[src/rtl/vedic_mult32_seq_pkg.sv]
// rtl/vedic_mult32_seq_pkg.sv - shared types, widths and step shift table for the sequential 32x32 multiplier
package vedic_mult32_seq_pkg;

   localparam int W_IN   = 32;
   localparam int W_HALF = 16;
   localparam int W_OUT  = 64;

   typedef enum logic [1:0] {
      ST_IDLE = 2'd0,
      ST_MUL  = 2'd1,
      ST_DONE = 2'd2
   } state_t;

   // Left shift applied to the partial product of each step.
   function automatic logic [5:0] step_shift(input logic [1:0] step);
      case (step)
         2'd0:    return 6'd0;
         2'd1:    return 6'd16;
         2'd2:    return 6'd16;
         default: return 6'd32;
      endcase
   endfunction

endpackage

[src/rtl/vedic_mult32_seq_mul16.sv]
// rtl/vedic_mult32_seq_mul16.sv - combinational 16x16 vedic (crosswise) multiplier
module vedic_mult32_seq_mul16
   import vedic_mult32_seq_pkg::*;
(
   input  logic [W_HALF-1:0]   x,
   input  logic [W_HALF-1:0]   y,
   output logic [2*W_HALF-1:0] p
);

   logic [15:0] p_ll;
   logic [15:0] p_lh;
   logic [15:0] p_hl;
   logic [15:0] p_hh;
   logic [16:0] p_mid;

   // Vertical and crosswise 8x8 products, then the crosswise pair lands at bit 8.
   always_comb begin
      p_ll  = {8'b0, x[7:0]}  * {8'b0, y[7:0]};
      p_lh  = {8'b0, x[7:0]}  * {8'b0, y[15:8]};
      p_hl  = {8'b0, x[15:8]} * {8'b0, y[7:0]};
      p_hh  = {8'b0, x[15:8]} * {8'b0, y[15:8]};
      p_mid = {1'b0, p_lh} + {1'b0, p_hl};
      p     = {p_hh, p_ll} + {7'b0, p_mid, 8'b0};
   end

endmodule

[src/rtl/vedic_mult32_seq.sv]
// rtl/vedic_mult32_seq.sv - 32x32 unsigned multiplier time-sharing one 16x16 core over four steps
module vedic_mult32_seq
   import vedic_mult32_seq_pkg::*;
#(
   parameter int PP_REG = 0
)
(
   input  logic             clk,
   input  logic             rst,
   input  logic             in_valid,
   output logic             in_ready,
   input  logic [W_IN-1:0]  a,
   input  logic [W_IN-1:0]  b,
   output logic             out_valid,
   input  logic             out_ready,
   output logic [W_OUT-1:0] result,
   output logic             busy
);

   // With the product register the final accumulate happens one cycle after the last issue.
   localparam logic [2:0] LAST_STEP = (PP_REG != 0) ? 3'd4 : 3'd3;

   state_t               state_q;
   state_t               state_d;
   logic                 accept;
   logic [2:0]           step_q;
   logic [W_IN-1:0]      a_r;
   logic [W_IN-1:0]      b_r;
   logic [W_OUT-1:0]     acc_q;
   logic [W_HALF-1:0]    op_a;
   logic [W_HALF-1:0]    op_b;
   logic [2*W_HALF-1:0]  pp_comb;
   logic [2*W_HALF-1:0]  acc_pp;
   logic [1:0]           acc_sel;
   logic                 acc_en;
   logic [W_OUT-1:0]     addend;

   // Step bit 1 picks the high half of a, step bit 0 the high half of b.
   always_comb begin
      op_a = step_q[1] ? a_r[31:16] : a_r[15:0];
      op_b = step_q[0] ? b_r[31:16] : b_r[15:0];
   end

   vedic_mult32_seq_mul16 u_mul16 (
      .x (op_a),
      .y (op_b),
      .p (pp_comb)
   );

   generate
      if (PP_REG != 0) begin : g_pp_reg
         logic [2*W_HALF-1:0] pp_q;
         logic [1:0]          sel_q;

         // Product register; the step index travels with it to pick the shift.
         always_ff @(posedge clk) begin
            if (rst) begin
               pp_q  <= '0;
               sel_q <= '0;
            end else begin
               pp_q  <= pp_comb;
               sel_q <= step_q[1:0];
            end
         end

         assign acc_pp  = pp_q;
         assign acc_sel = sel_q;
         assign acc_en  = (state_q == ST_MUL) && (step_q != 3'd0);
      end else begin : g_pp_comb
         assign acc_pp  = pp_comb;
         assign acc_sel = step_q[1:0];
         assign acc_en  = (state_q == ST_MUL);
      end
   endgenerate

   assign addend = {32'b0, acc_pp} << step_shift(acc_sel);

   // FSM state register.
   always_ff @(posedge clk) begin
      if (rst) begin
         state_q <= ST_IDLE;
      end else begin
         state_q <= state_d;
      end
   end

   // Next state and handshake outputs; DONE can hand off straight into a new MUL.
   always_comb begin
      state_d   = state_q;
      in_ready  = 1'b0;
      out_valid = 1'b0;
      case (state_q)
         ST_IDLE: begin
            in_ready = 1'b1;
            if (in_valid) begin
               state_d = ST_MUL;
            end
         end
         ST_MUL: begin
            if (step_q == LAST_STEP) begin
               state_d = ST_DONE;
            end
         end
         ST_DONE: begin
            out_valid = 1'b1;
            in_ready  = out_ready;
            if (out_ready) begin
               state_d = in_valid ? ST_MUL : ST_IDLE;
            end
         end
         default: begin
            state_d = ST_IDLE;
         end
      endcase
   end

   assign accept = in_valid && in_ready;
   assign busy   = (state_q != ST_IDLE);
   assign result = acc_q;

   // Operand capture on accept, then step counting and accumulation while in MUL.
   always_ff @(posedge clk) begin
      if (rst) begin
         a_r    <= '0;
         b_r    <= '0;
         acc_q  <= '0;
         step_q <= '0;
      end else if (accept) begin
         a_r    <= a;
         b_r    <= b;
         acc_q  <= '0;
         step_q <= '0;
      end else if (state_q == ST_MUL) begin
         step_q <= step_q + 3'd1;
         if (acc_en) begin
            acc_q <= acc_q + addend;
         end
      end
   end

endmodule

[config.mk]
export PLATFORM = sky130hd
export DESIGN_NAME = vedic_mult32_seq
export DESIGN_NICKNAME = d
export VERILOG_FILES = /design/src/rtl/vedic_mult32_seq_pkg.sv /design/src/rtl/vedic_mult32_seq_mul16.sv /design/src/rtl/vedic_mult32_seq.sv
export SDC_FILE = /design/constraint.sdc
export NUM_CORES = 1
export LEC_CHECK = 0
export CORE_AREA = 2 2 197 199
export CTS_BUF_LIST = sky130_fd_sc_hd__clkbuf_16
export CTS_CLUSTER_DIAMETER = 100
export CTS_CLUSTER_SIZE = 14
export DETAILED_ROUTE_END_ITERATION = 16
export DIE_AREA = 0 0 199 201
export HOLD_SLACK_MARGIN = 0.1
export MAX_ROUTING_LAYER = met4
export PLACE_DENSITY_LB_ADDON = 0.08
export SLEW_MARGIN = 10
export SYNTH_ARGS = -nofsm -noshare
export SYNTH_HDL_FRONTEND = slang
export SYNTH_SLANG_ARGS = --single-unit
[constraint.sdc]
create_clock -name clk -period 13.7 [get_ports clk]
set_clock_uncertainty 0.05 [all_clocks]
set_input_delay 1.37 -clock clk [delete_from_list [all_inputs] [get_ports clk]]
set_output_delay 1.37 -clock clk [all_outputs]
set_load 0.02 [all_outputs]
== Yosys cells after proc, flatten, opt, wreduce, memory -nomap -nowiden ==
Cells that the tools add are included.

* $mul: 4
* Reduce and logical (&&, ||, !) cells: 7
* Multiplexer cells: 10
* Add/sub/neg operators: 4
* Shift operators: 1
* Equality and inequality tests: 8

{| class="wikitable"
|+ Operators by type and width
! kind !! count
|-
| $add 64x64->64 || 1
|-
| $mul 8x8->16 || 4
|-
| $shl 32x6->64 || 1
|-
| $add 32x25->32 || 1
|-
| $mux 16 || 2
|-
| $add 16x16->17 || 1
|-
| $pmux 6 s2 || 1
|-
| $mux 2 || 3
|-
| $pmux 2 s3 || 1
|-
| $eq 2x1->1 const B || 2
|-
| $eq 2x2->1 const B || 2
|-
| $logic_not 2->1 || 2
|-
| $ne 2x2->1 const B || 2
|-
| $reduce_or 2->1 || 2
|-
| $add 3x1->3 const B || 1
|-
| $eq 3x2->1 const B || 1
|-
| $reduce_and 3->1 || 1
|-
| $mux 1 || 2
|-
| $ne 2x1->1 const B || 1
|-
| $pmux 1 s2 || 1
|-
| $reduce_bool 2->1 || 1
|-
| $logic_and 1x1->1 || 1
|}

* Bits in registers: 133
* Input bits: 68

== Logic depth before layout (Yosys ltp) ==
Gate-level depths: netlist of run 1.

* Depth in word-level cells: 6
* Mapped depth: 50
* Gate-level depth less buffers: 45

== Modules after synthesis ==
A second synthesis of run 1 with hierarchy kept.

* Cell total of the unflattened synthesis: 2415
* Area, all modules: 19069.5 um^2

{| class="wikitable"
|+ By module, submodules not included
! module !! instances !! area an instance (um^2) !! cells each
|-
| vedic_mult32_seq_mul16 || 1 || 9660.5 || 1155
|-
| vedic_mult32_seq || 1 || 9409.0 || 1260
|}

== Least setup slack after synthesis of run 1 ==
OpenSTA, ideal clock, no wires.

* Path type: register to register
* Start point: reg step_q[1]
* End point: reg acc_q[56], in the netlist result[56]
* Buffers on the path: 5
* Slack: 2812 ps
* Stages on the path, launching flop included: 48
* Setup time: 62 ps
* Data arrival time: 10776 ps
* Cell sequence: dfxtp_1 > clkbuf_1 > buf_1 > clkbuf_1 > mux2_2 > nand2_1 > fa_1 > fa_1 > fa_1 > inv_1 > fa_1 > fa_1 > inv_1 > fa_1 > inv_1 > ha_1 > a21boi_0 > o21ai_0 > [... 12 more ...] > o21a_1 > and2_1 > nor2b_1 > xnor2_1 > mux2i_1 > and2_1 > ha_1 > clkbuf_1 > a21oi_1 > o21ai_0 > a21oi_1 > or3b_2 > o2111ai_1 > a21oi_1 > a21oi_1 > o21ai_0 > or4_1 > nand3_1

* Word-level cells in the longest chain between the ends: 6
* Elaborated cells between the ends (all ways): 14
* Classes of those cells: add/sub: 3; mul: 4; eq/ne: 2; shift: 1; mux: 2; reduce/logical: 2

{| class="wikitable"
|+ RTL lines
! item !! RTL line !! source
|-
| start: declaration || vedic_mult32_seq.sv:26 || <nowiki>logic [2:0] step_q;</nowiki>
|-
| start signal: assignment || vedic_mult32_seq.sv:134 || <nowiki>step_q <= step_q + 3'd1;</nowiki>
|-
| $mux 16 || vedic_mult32_seq.sv:40 || <nowiki>op_a = step_q[1] ? a_r[31:16] : a_r[15:0];</nowiki>
|-
| $mul 8x8->16 (on tied branches) || vedic_mult32_seq_mul16.sv:19, vedic_mult32_seq_mul16.sv:20 ||
|-
| $add 16x16->17 || vedic_mult32_seq_mul16.sv:22 || <nowiki>p_mid = {1'b0, p_lh} + {1'b0, p_hl};</nowiki>
|-
| $add 32x25->32 || vedic_mult32_seq_mul16.sv:23 || <nowiki>p = {p_hh, p_ll} + {7'b0, p_mid, 8'b0};</nowiki>
|-
| $shl 32x6->64 (*) || vedic_mult32_seq.sv:76 || <nowiki>assign addend = {32'b0, acc_pp} << step_shift(acc_sel);</nowiki>
|-
| $add 64x64->64 (*) || vedic_mult32_seq.sv:136 || <nowiki>acc_q <= acc_q + addend;</nowiki>
|-
| end signal: assignment || vedic_mult32_seq.sv:136 ||
|-
| end: declaration || vedic_mult32_seq.sv:29 || <nowiki>logic [W_OUT-1:0] acc_q;</nowiki>
|}

Mark *: on every way between the ends. The rest lies on a longest branch, timed or not.
A chain may end at the register's enable or synchronous reset.

== Worst setup path in the final report of run 1 ==
* Start point: reg step_q[0]
* End point: reg acc_q[56], in the netlist result[56]

* Word-level cells in the longest chain between the ends: 6
* Elaborated cells between the ends (all ways): 14
* Classes of those cells: add/sub: 3; mul: 4; eq/ne: 2; shift: 1; mux: 2; reduce/logical: 2

{| class="wikitable"
|+ RTL lines
! item !! RTL line !! source
|-
| $mux 16 || vedic_mult32_seq.sv:41 || <nowiki>op_b = step_q[0] ? b_r[31:16] : b_r[15:0];</nowiki>
|-
| $mul 8x8->16 (on tied branches) || vedic_mult32_seq_mul16.sv:19, vedic_mult32_seq_mul16.sv:20 ||
|-
| $add 16x16->17 || vedic_mult32_seq_mul16.sv:22 ||
|-
| $add 32x25->32 || vedic_mult32_seq_mul16.sv:23 ||
|-
| $shl 32x6->64 (*) || vedic_mult32_seq.sv:76 ||
|-
| $add 64x64->64 (*) || vedic_mult32_seq.sv:136 ||
|}

Marked as above.

==> metrics.md, run 1 <==
| Metric | Value |
|---|---|
| Predominant post-synthesis flop cell | dfxtp_1 |
| CTS Buffer Depth | 2 |
| Vias in the first global route | ~17000 |
| Leading area contributor after synthesis | fa_1 |
| Most frequent cell after synthesis | nand2_1 |
| P_sw | 0.5217 mW |
| Nets | 2972 |
| Switching Share | between 30% and 40% |
| Post-place setup slack | 1.911 ns |
| Max cap viols | 0 |
| Leakage | around 10 nW |
| Fmax achieved | ~0.083 GHz |
| Outcome | finished, final reports clean |
| Cell count after synthesis | 2417 |
| Slew @ Worst Pin | around 1.2 ns |
| R2R Path Start | step_q[0] |
| P&R area growth vs syn | 13.39% |
| Main combinational cell family by area after synthesis | adder cells |
| Area contributors post-synth | fa_1 (18%), ha_1 (15%), dfxtp_1 (14%) |
| Setup crit start kind | flop |
| Crit-path leading delay family | adder cells |
| Instance count on the critical path | 42 |
| Crit path capture type | flop |
| Starting DRT DRC Count | ~1300 |
| Final worst slack | approximately 1.7 ns |
| R2R depth | 42 |
| DPL Wire Length | about 49000 um |
| Final min period | 11.98 ns |
| Proportion of synthesized area in mux cells | under 10% |
| Period Utilization, post-route | around 87% |
| WL/cell | about 20 um |
| Num CTS Buffers | 17 |
| Root Buffer | clkbuf_16 |
| Fill count | around 3700 |
| CP peak stage delay | approximately 0.99 ns |
| Largest net degree at the start of global routing | between 60 and 70 |
| Worst IR Drop VDD | approximately 0.095 mV |
| Initial antenna violation count | 1 |
| Average size of a mapped cell | 7.720 um2 |
| Buffer and inverter count on the worst path | 4 |
| Hold_buf cts | 0 |
| Req. time, crit path | roughly 14 ns |
| Synthesis-stage register bit count | 133 |
| Worst Hold Class | flop to flop |
| Global route overflow | 0 |
| Share of cells above drive strength 1 | roughly 4.6% |
| DRT antenna net count | 0 |
| Post-synth top area share | 18.35% |
| I/O pin cnt | approximately 140 |
| Pwr per Cell Area | roughly 63 nW/um2 |
| Final Max Tran Viols | 0 |
| Post-Synth Adder-Cell Area | about a third |
| WP data arrival | 12.35 ns |
| PostCTS Resize Cnt | 0 |
| CTS Sinks | ~130 |
| IO Port Bufs | around 130 |
| Residual DRC | 0 |
| Finished layout cell area | 21160 um2 |
| Number of distinct library cells after synthesis | between 70 and 80 |
| Postcts setup bufs | 0 |
| Reg clk slew, reported paths | roughly 0.060 ns |
| Routability cong. | 0.9943 |
| Post-Synth XOR/XNOR Area | under 10% |
| Clock power share | between 30% and 40% |
| H-tree depth | 4 |
| Row Count | just over 70 |
| Vias | 17310 |
| Crit path top cell by count | fa_1 |
| Hold Fails Final Rpt | 0 |
| Sequential Power Share | 31.4% |
| Yosys warnings | 0 |
| Slowest stage cell, crit path | mux2i_1 |
| FF-to-FF End | result[56] |
| Int Power | 0.8188 mW |
| Core Footprint | between 30000 and 40000 um2 |
| Synth Net Count | roughly 2900 |
| Mapped Area | around 19000 um2 |
| CTS tree | done |
| EDFF count, synth | 0 |
| Fraction of registers with async set/reset | 0% |
| R2R Setup Slk | 1.72 ns |
| Register area share after synthesis | approximately 14% |
| GRT Total Usage | 31.89% |
| Starting Density | about half |
| Most frequent cells after synthesis | nand2_1 (408), inv_1 (290), nor2_1 (249), ha_1 (219), a21oi_1 (211) |
| Vert. Die Dim | between 200 and 250 um |
| Crit Path Class | flop to flop |
| Vias per inst | ~5.7 |
| Final setup vio count | 0 |
| Insertion delay to the later sink of the worst-skew pair | between 0.4 and 0.5 ns |
| Die X | around 200 um |
| Post-synthesis compound-gate area fraction | roughly 17% |
| Critical Path Sink | result[56] |
| First-pass GRT wire length | 93770 um |
| Combinational power share | between 30% and 40% |
| Crit-path max FO | 34 |
| Synth Area in Simple Gates | 18.95% |
| Relative slew slack | roughly 17% |
| Full die area | between 30000 and 40000 um2 |
| Setup TNS | 0 ns |
| RSZ-0062 raised after global routing | false |
| Area after DPL | around 21000 um2 |
| Detailed Route WL | roughly 61000 um |
| Router iterations before antenna repair | 9 |
| Crit path from | step_q[0] |
-- worst min path at each step --
stage / startpoint / end / slack, ns / cells after the start
global placement: a_r[21] / a_r[21] / 0.40 / 2
detailed placement: a_r[21] / a_r[21] / 0.40 / 2
finish: a_r[21] / a_r[21] / 0.41 / 2
global route: b_r[6] / b_r[6] / 0.44 / 2
CTS: a_r[21] / a_r[21] / 0.41 / 2
floorplan: a_r[21] / a_r[21] / 0.38 / 2
-- kinds of logic (layout without fill, tap and decap cells) --
| group | count (synthesis) | in the layout |
|---|---|---|
| buffers and inverters | 382 | 492 |
| adders and majority gates | 390 | 390 |
| other | 0 | 1 |
| and+or+nand+nor | 831 | 831 |
| AOI/OAI and AO/OA | 505 | 505 |
| muxes | 70 | 70 |
| xor gates and xnor gates | 106 | 106 |
| DFF | 133 | 133 |
-- metrics by stage --
step | hold WS (ns) | std cells | power, mW | util (%)
6_report | 0.4109 | 3046 | 1.340 | 55.52
4_1_cts | 0.4114 | 3045 | 1.345 | 55.52
3_5_place_dp | 0.4019 | 3013 | 0.8755 | 54.02
5_1_grt | 0.4354 | 3046 | 1.409 | 55.52
3_3_place_gp | 0.3954 | 3013 | 0.8710 | 54.02
2_1_floorplan | 0.3829 | 2417 | 0.7170 | -
-- flip-flops by register name (all words and copies together) (netlist names) --
name / cells
a_r: 32
state_q: 2
b_r: 32
step_q: 3
result: 64
-- routing by layer --
metal / wire length (um) / GRT usage, %
met1: 27750 / 43.69
met2: 26660 / 46.99
met4: 1393 / 8.955
met5: 0 / -
met3: 5094 / 7.376
-- power by group through the flow --
stage	Clock (mW)	Sequential [mW]	Combinational [mW]
after global placement	0	0.429	0.442
final	0.468	0.421	0.451
after CTS	0.475	0.421	0.449
after floorplan	0	0.425	0.292
after detailed placement	0	0.429	0.446
after global routing	0.492	0.423	0.495
-- tightest hold or removal path, cell delays in order, from the launching register on --
cell and delay (ns):
dfxtp_1 0.31, nand2_1 0.05, a21oi_1 0.05
-- cells in the final DEF (no fill, tap or decap), types with 37 or more instances in the layout --
cell type / Yosys / final
nand2_1: 408 / 407
clkdlybuf4s50_1: 0 / 133
nor2_1: 249 / 248
o21ai_0: 73 / 73
inv_1: 290 / 290
dfxtp_1: 133 / 132
fa_1: 171 / 171
a21oi_1: 211 / 211
ha_1: 219 / 219
a21o_1: 56 / 56
xnor2_1: 70 / 70
mux2i_1: 38 / 37
-- layout make-up --
class / instances / area (um2) / share of cell area, %
repair buffers: 169 / 1599 / 7.558
well taps: 518 / 648.1 / 3.063
flip-flops and latches: 133 / 2664 / 12.59
clock inverters: 15 / 146.4 / 0.6919
diodes: 1 / 2.502 / 0.01183
inverters: 291 / 1092 / 5.163
clock buffers: 17 / 425.4 / 2.011
multi-input cells: 1902 / 14580 / 68.91
No activity file was read; power rests on OpenSTA's default activity.
==> run 2: changes to the inputs <==
Settings changed: CORE_AREA 2 2 197 199 to 2 2 188 190, DIE_AREA 0 0 199 201 to 0 0 190 192.
==> metrics.md, run 2 (same netlist as run 1, synthesis figures left out) <==
| Metric | Value |
|---|---|
| Outcome | finished, final reports clean |
| Starting Density | 54.42% (+5.5 points) |
| Reg clk slew, reported paths | 0.06 ns (about the same) |
| Register Area | 2664 um2 (unchanged) |
| FF-to-FF End | result[57] |
| Hold_buf cts | 0 (unchanged) |
| Routability cong. | 1.009 (+1.5%) |
| CTS Buffer Depth | 2 (unchanged) |
| Worst Hold Depth | 2 (unchanged) |
| Combinational power share | 34.1% (+0.4 points) |
| Setup TNS | 0 ns (unchanged) |
| Hold path start | a_r[24] |
| GRT Total Usage | 34.08% (+2.2 points) |
| WL met2 | 25680 um (-3.7%) |
| Finished layout cell area | 21020 um2 (-0.67%) |
| Crit-path max FO | 34 (unchanged) |
| Fill count | 3259 (-13%) |
| CTS Sinks | 133 (unchanged) |
| WHS Endpoint | a_r[24] |
| Largest net degree at the start of global routing | 69 (unchanged) |
| Setup crit start kind | flop |
| Full die area | 36480 um2 (-8.8%) |
| Clock power share | 33.7% (-1.2 points) |
| CP peak stage delay | 0.95 ns (-0.04 ns) |
| IO Port Bufs | 134 (unchanged) |
| WL/cell | 20.02 um (+0.15%) |
| Row Count | 68 (-5.6%) |
| First-pass GRT wire length | 91960 um (-1.9%) |
| Int Power | 0.7997 mW (-2.3%) |
| Residual DRC | 0 (unchanged) |
| Global route overflow | 0 (unchanged) |
| Fin Hold WS | 0.4188 ns (+0.007834 ns) |
| DRT antenna net count | 0 (unchanged) |
| CTS tree | done |
| Detailed Route WL | 59630 um (-2.1%) |
| Worst IR Drop VDD | 0.08171 mV (-14%) |
| Most frequent cells in the layout | nand2_1 (407), inv_1 (290), nor2_1 (248), ha_1 (219), a21oi_1 (211) |
| WP data arrival | 12.28 ns (-0.07 ns) |
| Num CTS Buffers | 17 (unchanged) |
| PostCTS Resize Cnt | 0 (unchanged) |
| R2R depth | 43 (+2.4%) |
| Multi-input logic area | 14580 um2 (about the same) |
| Final min period | 11.96 ns (-0.01733 ns) |
| Final setup vio count | 0 (unchanged) |
| Switching Share | 39.15% (+0.23 points) |
| Vias | 17370 (+0.34%) |
| Slew @ Worst Pin | 1.160 ns (-0.05864 ns) |
| Crit Path Class | flop to flop |
| Relative slew slack | 20.64% (+4.0 points) |
| Final Max Tran Viols | 0 (unchanged) |
| Number of flip-flops in the largest register | 64 (unchanged) |
| Nets | 2967 (-0.17%) |
| Fmax achieved | 0.08358 GHz (+0.14%) |
| Worst Hold Class | flop to flop |
| R2R Setup Slk | 1.74 ns (+0.02 ns) |
| Insertion delay to the later sink of the worst-skew pair | 0.46 ns (-0.03 ns) |
| P_sw | 0.5146 mW (-1.4%) |
| Die X | 190 um (-4.5%) |
| Final Util | 61.29% (+5.8 points) |
| Pwr per Cell Area | 62.54 nW/um2 (-1.3%) |
| Buffer and inverter count on the worst path | 4 (unchanged) |
| R2R Path Start | step_q[0] |
| WL met3 | 5013 um (-1.6%) |
| DPL Wire Length | 48130 um (-1.8%) |
| P&R area growth vs syn | 12.63% |
| RSZ-0062 raised after global routing | false |
| Share of cells above drive strength 1 | 4.282% (-0.31 points) |
| Max cap viols | 0 (unchanged) |
| Hold Fails Final Rpt | 0 (unchanged) |
| Highest Signal Layer | met4 |
| Crit-path leading delay family | adder cells |
| M1 WL | 27180 um (-2.1%) |
| Initial antenna violation count | 1 (unchanged) |
| Postcts setup bufs | 0 (unchanged) |
| Commonest non-fill, non-tap cell in the layout | nand2_1 |
| H-tree depth | 4 (unchanged) |
| Starting DRT DRC Count | 1422 (+7.0%) |
| Vert. Die Dim | 192 um (-4.5%) |
| I/O pin cnt | 135 (unchanged) |
| Leakage | 9.939 nW (-0.33%) |
| Slowest stage cell, crit path | mux2i_1 |
| Period Utilization, post-route | 87.33% (-0.13 points) |
| Core Footprint | 34290 um2 (-10%) |
| Root Buffer | clkbuf_16 |
| Area after DPL | 20460 um2 (-0.58%) |
| Total Power | 1.314 mW (-2.0%) |
| Req. time, crit path | 14.01 ns (-0.06 ns) |
| Router iterations before antenna repair | 5 (-4) |
| Vias in the first global route | 16780 (+0.67%) |
| Vias per inst | 5.831 (+2.6%) |
| Sequential Power Share | 32.2% (+0.8 points) |
| Crit path capture type | flop |
## run 2: cell types whose count changed in the layout (fill, tap and decap cells not counted), moves of 2 or more
cell      change
buf_4         -5
clkinv_1      +2
clkinv_2      -2
clkinv_4      +3
## run 2: final cells by class
cell class | count | area share [%]
clock buffers | 17 | 2.024
flip-flops and latches | 133 | 12.68
multi-input cells | 1902 | 69.36
repair buffers | 164 | 7.430
diodes | 1 | 0.01191
well taps | 455 | 2.709
clock inverters | 15 | 0.5894
inverters | 291 | 5.198
## run 2: routing by layer
metal  GRT usage, %  up-vias
met1          46.58     8321
met3          6.834      100
met2          50.44      687
met5              -        -
met4          11.39        0
li1               -     8258
## run 2: worst max path at each step
stage | from | end | slack, ns | depth (start not counted)
2_1_floorplan | step_q[1] | result[56] | 2.81 | 47
3_3_place_gp | step_q[0] | result[56] | 2.11 | 44
3_5_place_dp | step_q[0] | result[57] | 1.94 | 43
4_1_cts | step_q[0] | result[57] | 1.85 | 43
5_1_grt | step_q[0] | result[57] | 1.00 | 43
6_report | step_q[0] | result[57] | 1.74 | 43
## run 2: tightest hold or removal path, delay by kind of cell (launching register included)
kind,cells,cell delay (ns)
flops,1,0.31
simple gates,1,0.06
compound gates,1,0.05
## run 2: power groups by stage
stage                     clock [mW]  combinational [mW]  sequential (mW)
after floorplan                    0               0.292            0.425
after global placement             0               0.435            0.430
after detailed placement           0               0.440            0.431
after CTS                      0.450               0.443            0.422
after global routing           0.466               0.490            0.424
final                          0.443               0.448            0.423
## run 2: through the flow
step	setup WS, ns	std cells
after floorplan	2.812	2417
after global placement	2.115	2945
after detailed placement	1.941	2945
after CTS	1.851	2977
after global routing	1.000	2978
final	1.736	2978
==> run 3: changes to the inputs <==
Settings changed: CORE_AREA 2 2 188 190 to 2 2 203 205, DIE_AREA 0 0 190 192 to 0 0 205 207.
==> metrics.md, run 3 (same netlist as run 1, synthesis figures left out) <==
| Metric | Value |
|---|---|
| Detailed Route WL | 62120 um (+4.2%) |
| Root Buffer | clkbuf_16 |
| Nets | 2970 (+0.10%) |
| Vert. Die Dim | 207 um (+7.8%) |
| Starting Density | 46.22% (-8.2 points) |
| WL met3 | 4933 um (-1.6%) |
| Insertion delay to the later sink of the worst-skew pair | 0.49 ns (+0.03 ns) |
| Share of cells above drive strength 1 | 4.396% (+0.11 points) |
| DPL Wire Length | 49980 um (+3.8%) |
| Router iterations before antenna repair | 7 (+2) |
| Finished layout cell area | 21160 um2 (+0.68%) |
| Commonest non-fill, non-tap cell in the layout | nand2_1 |
| IO Port Bufs | 134 (unchanged) |
| RSZ-0062 raised after global routing | false |
| Hold Fails Final Rpt | 0 (unchanged) |
| Slew @ Worst Pin | 1.183 ns (+0.02293 ns) |
| R2R depth | 44 (+2.3%) |
| Starting DRT DRC Count | 1272 (-11%) |
| WP data arrival | 12.58 ns (+0.30 ns) |
| Num CTS Buffers | 17 (unchanged) |
| First-pass GRT wire length | 94610 um (+2.9%) |
| Instance count on the critical path | 44 (+2.3%) |
| Area after DPL | 20580 um2 (+0.58%) |
| Full die area | 42440 um2 (+16%) |
| Final Max Tran Viols | 0 (unchanged) |
| Setup TNS | 0 ns (unchanged) |
| P&R area growth vs syn | 13.40% |
| Row Count | 74 (+8.8%) |
| Reg clk slew, reported paths | 0.07 ns (about the same) |
| Final setup vio count | 0 (unchanged) |
| WL/cell | 20.31 um (+1.4%) |
| Fmax achieved | 0.08194 GHz (-2.0%) |
| Vias per inst | 5.594 (-4.1%) |
| WL met2 | 27200 um (+5.9%) |
| Setup crit start kind | flop |
| Leakage | 9.962 nW (+0.23%) |
| Final worst slack | 1.496 ns (-0.2398 ns) |
| Initial antenna violation count | 2 (+1) |
| Crit-path leading delay family | adder cells |
| Final min period | 12.20 ns (+0.2398 ns) |
| Worst Hold Class | flop to flop |
| Crit-path max FO | 34 (unchanged) |
| H-tree depth | 4 (unchanged) |
| Vias in the first global route | 16740 (-0.21%) |
| GRT Total Usage | 30.18% (-3.9 points) |
| Crit Path Class | flop to flop |
| Global route overflow | 0 (unchanged) |
| M1 WL | 28950 um (+6.5%) |
| Max cap viols | 0 (unchanged) |
| Relative slew slack | 18.86% (-1.8 points) |
| CP peak stage delay | 1.04 ns (+0.09 ns) |
| Worst IR Drop VDD | 0.1149 mV (+41%) |
| Die X | 205 um (+7.9%) |
| Routability cong. | 0.9420 (-6.6%) |
| Most frequent cells in the layout | nand2_1 (407), inv_1 (291), nor2_1 (248), ha_1 (219), a21oi_1 (211) |
| Req. time, crit path | 14.07 ns (+0.06 ns) |
| CTS Sinks | 133 (unchanged) |
| Postcts setup bufs | 0 (unchanged) |
| Vias | 17110 (-1.5%) |
| PostCTS Resize Cnt | 0 (unchanged) |
| Period Utilization, post-route | 89.08% (+1.8 points) |
| Hold_buf cts | 0 (unchanged) |
| Outcome | finished, final reports clean |
| Register Area | 2664 um2 (unchanged) |
| Pwr per Cell Area | 63.30 nW/um2 (+1.2%) |
| Fill count | 4017 (+23%) |
| CTS tree | done |
| Worst Hold Depth | 2 (unchanged) |
| Slowest stage cell, crit path | mux2i_1 |
| Multi-input logic area | 14580 um2 (unchanged) |
| Post-place setup slack | 1.752 ns (-0.1886 ns) |
| CTS Buffer Depth | 2 (unchanged) |
| Core Footprint | 40370 um2 (+18%) |
| Number of flip-flops in the largest register | 64 (unchanged) |
| DRT antenna net count | 0 (unchanged) |
| Residual DRC | 0 (unchanged) |
| I/O pin cnt | 135 (unchanged) |
| Largest net degree at the start of global routing | 69 (unchanged) |
| Crit path capture type | flop |
| Buffer and inverter count on the worst path | 4 (unchanged) |
| Highest Signal Layer | met4 |
==> run 3: changes by cell type in the layout (fill, tap and decap cells not counted), sizes merged <==
cell,before,now
buf,31,34
clkinvlp,2,3
diode,1,2
bufinv,0,1
clkinv,7,4
inv,297,298
==> run 3: final cells by class <==
class	count	area share [%]
multi-input cells	1902	68.89
flip-flops and latches	133	12.59
repair buffers	167	7.486
inverters	291	5.162
well taps	532	3.146
clock buffers	17	2.011
clock inverters	15	0.6919
diodes	2	0.02365
==> run 3: final timing paths <==
path	start	to	slack [ns]
worst min register to register	a_r[21]	a_r[21]	0.42
worst min-delay path	a_r[21]	a_r[21]	0.42
worst max-delay path	step_q[0]	result[56]	1.50
worst max register to register	step_q[0]	result[56]	1.50
==> run 3: stage by stage <==
step                power, mW  util [%]  std cells  hold slack (ns)
detailed placement     0.8787     50.99       3025           0.4008
CTS                     1.349     52.40       3057           0.4191
floorplan              0.7170         -       2417           0.3829
global route            1.413     52.41       3059           0.4317
global placement       0.8746     50.99       3025           0.4045
finish                  1.339     52.41       3059           0.4165
==> run 3: worst reg2reg max path: cells and delay by family, from the launching register on <==
kind	cells	cell delay, ns
muxes	2	1.19
adders and majority gates	9	3.98
DFF	1	0.91
buffers and inverters	4	0.19
xor gates and xnor gates	2	0.35
and+or+nand+nor	11	2.54
AOI/OAI and AO/OA	16	2.97
==> run 3: power breakdown <==
| part | internal [mW] | switching, mW |
|---|---|---|
| clock network | 0.253 | 0.212 |
| registers | 0.403 | 0.0181 |
| logic | 0.162 | 0.291 |
| total | 0.818 | 0.522 |
==> run 3: per-layer routing <==
layer / global-route usage (%) / vias to the layer above
met2: 44.42 / 584
met3: 7.316 / 69
met5: - / -
met4: 7.021 / 0
li1: - / 8263
met1: 41.72 / 8197
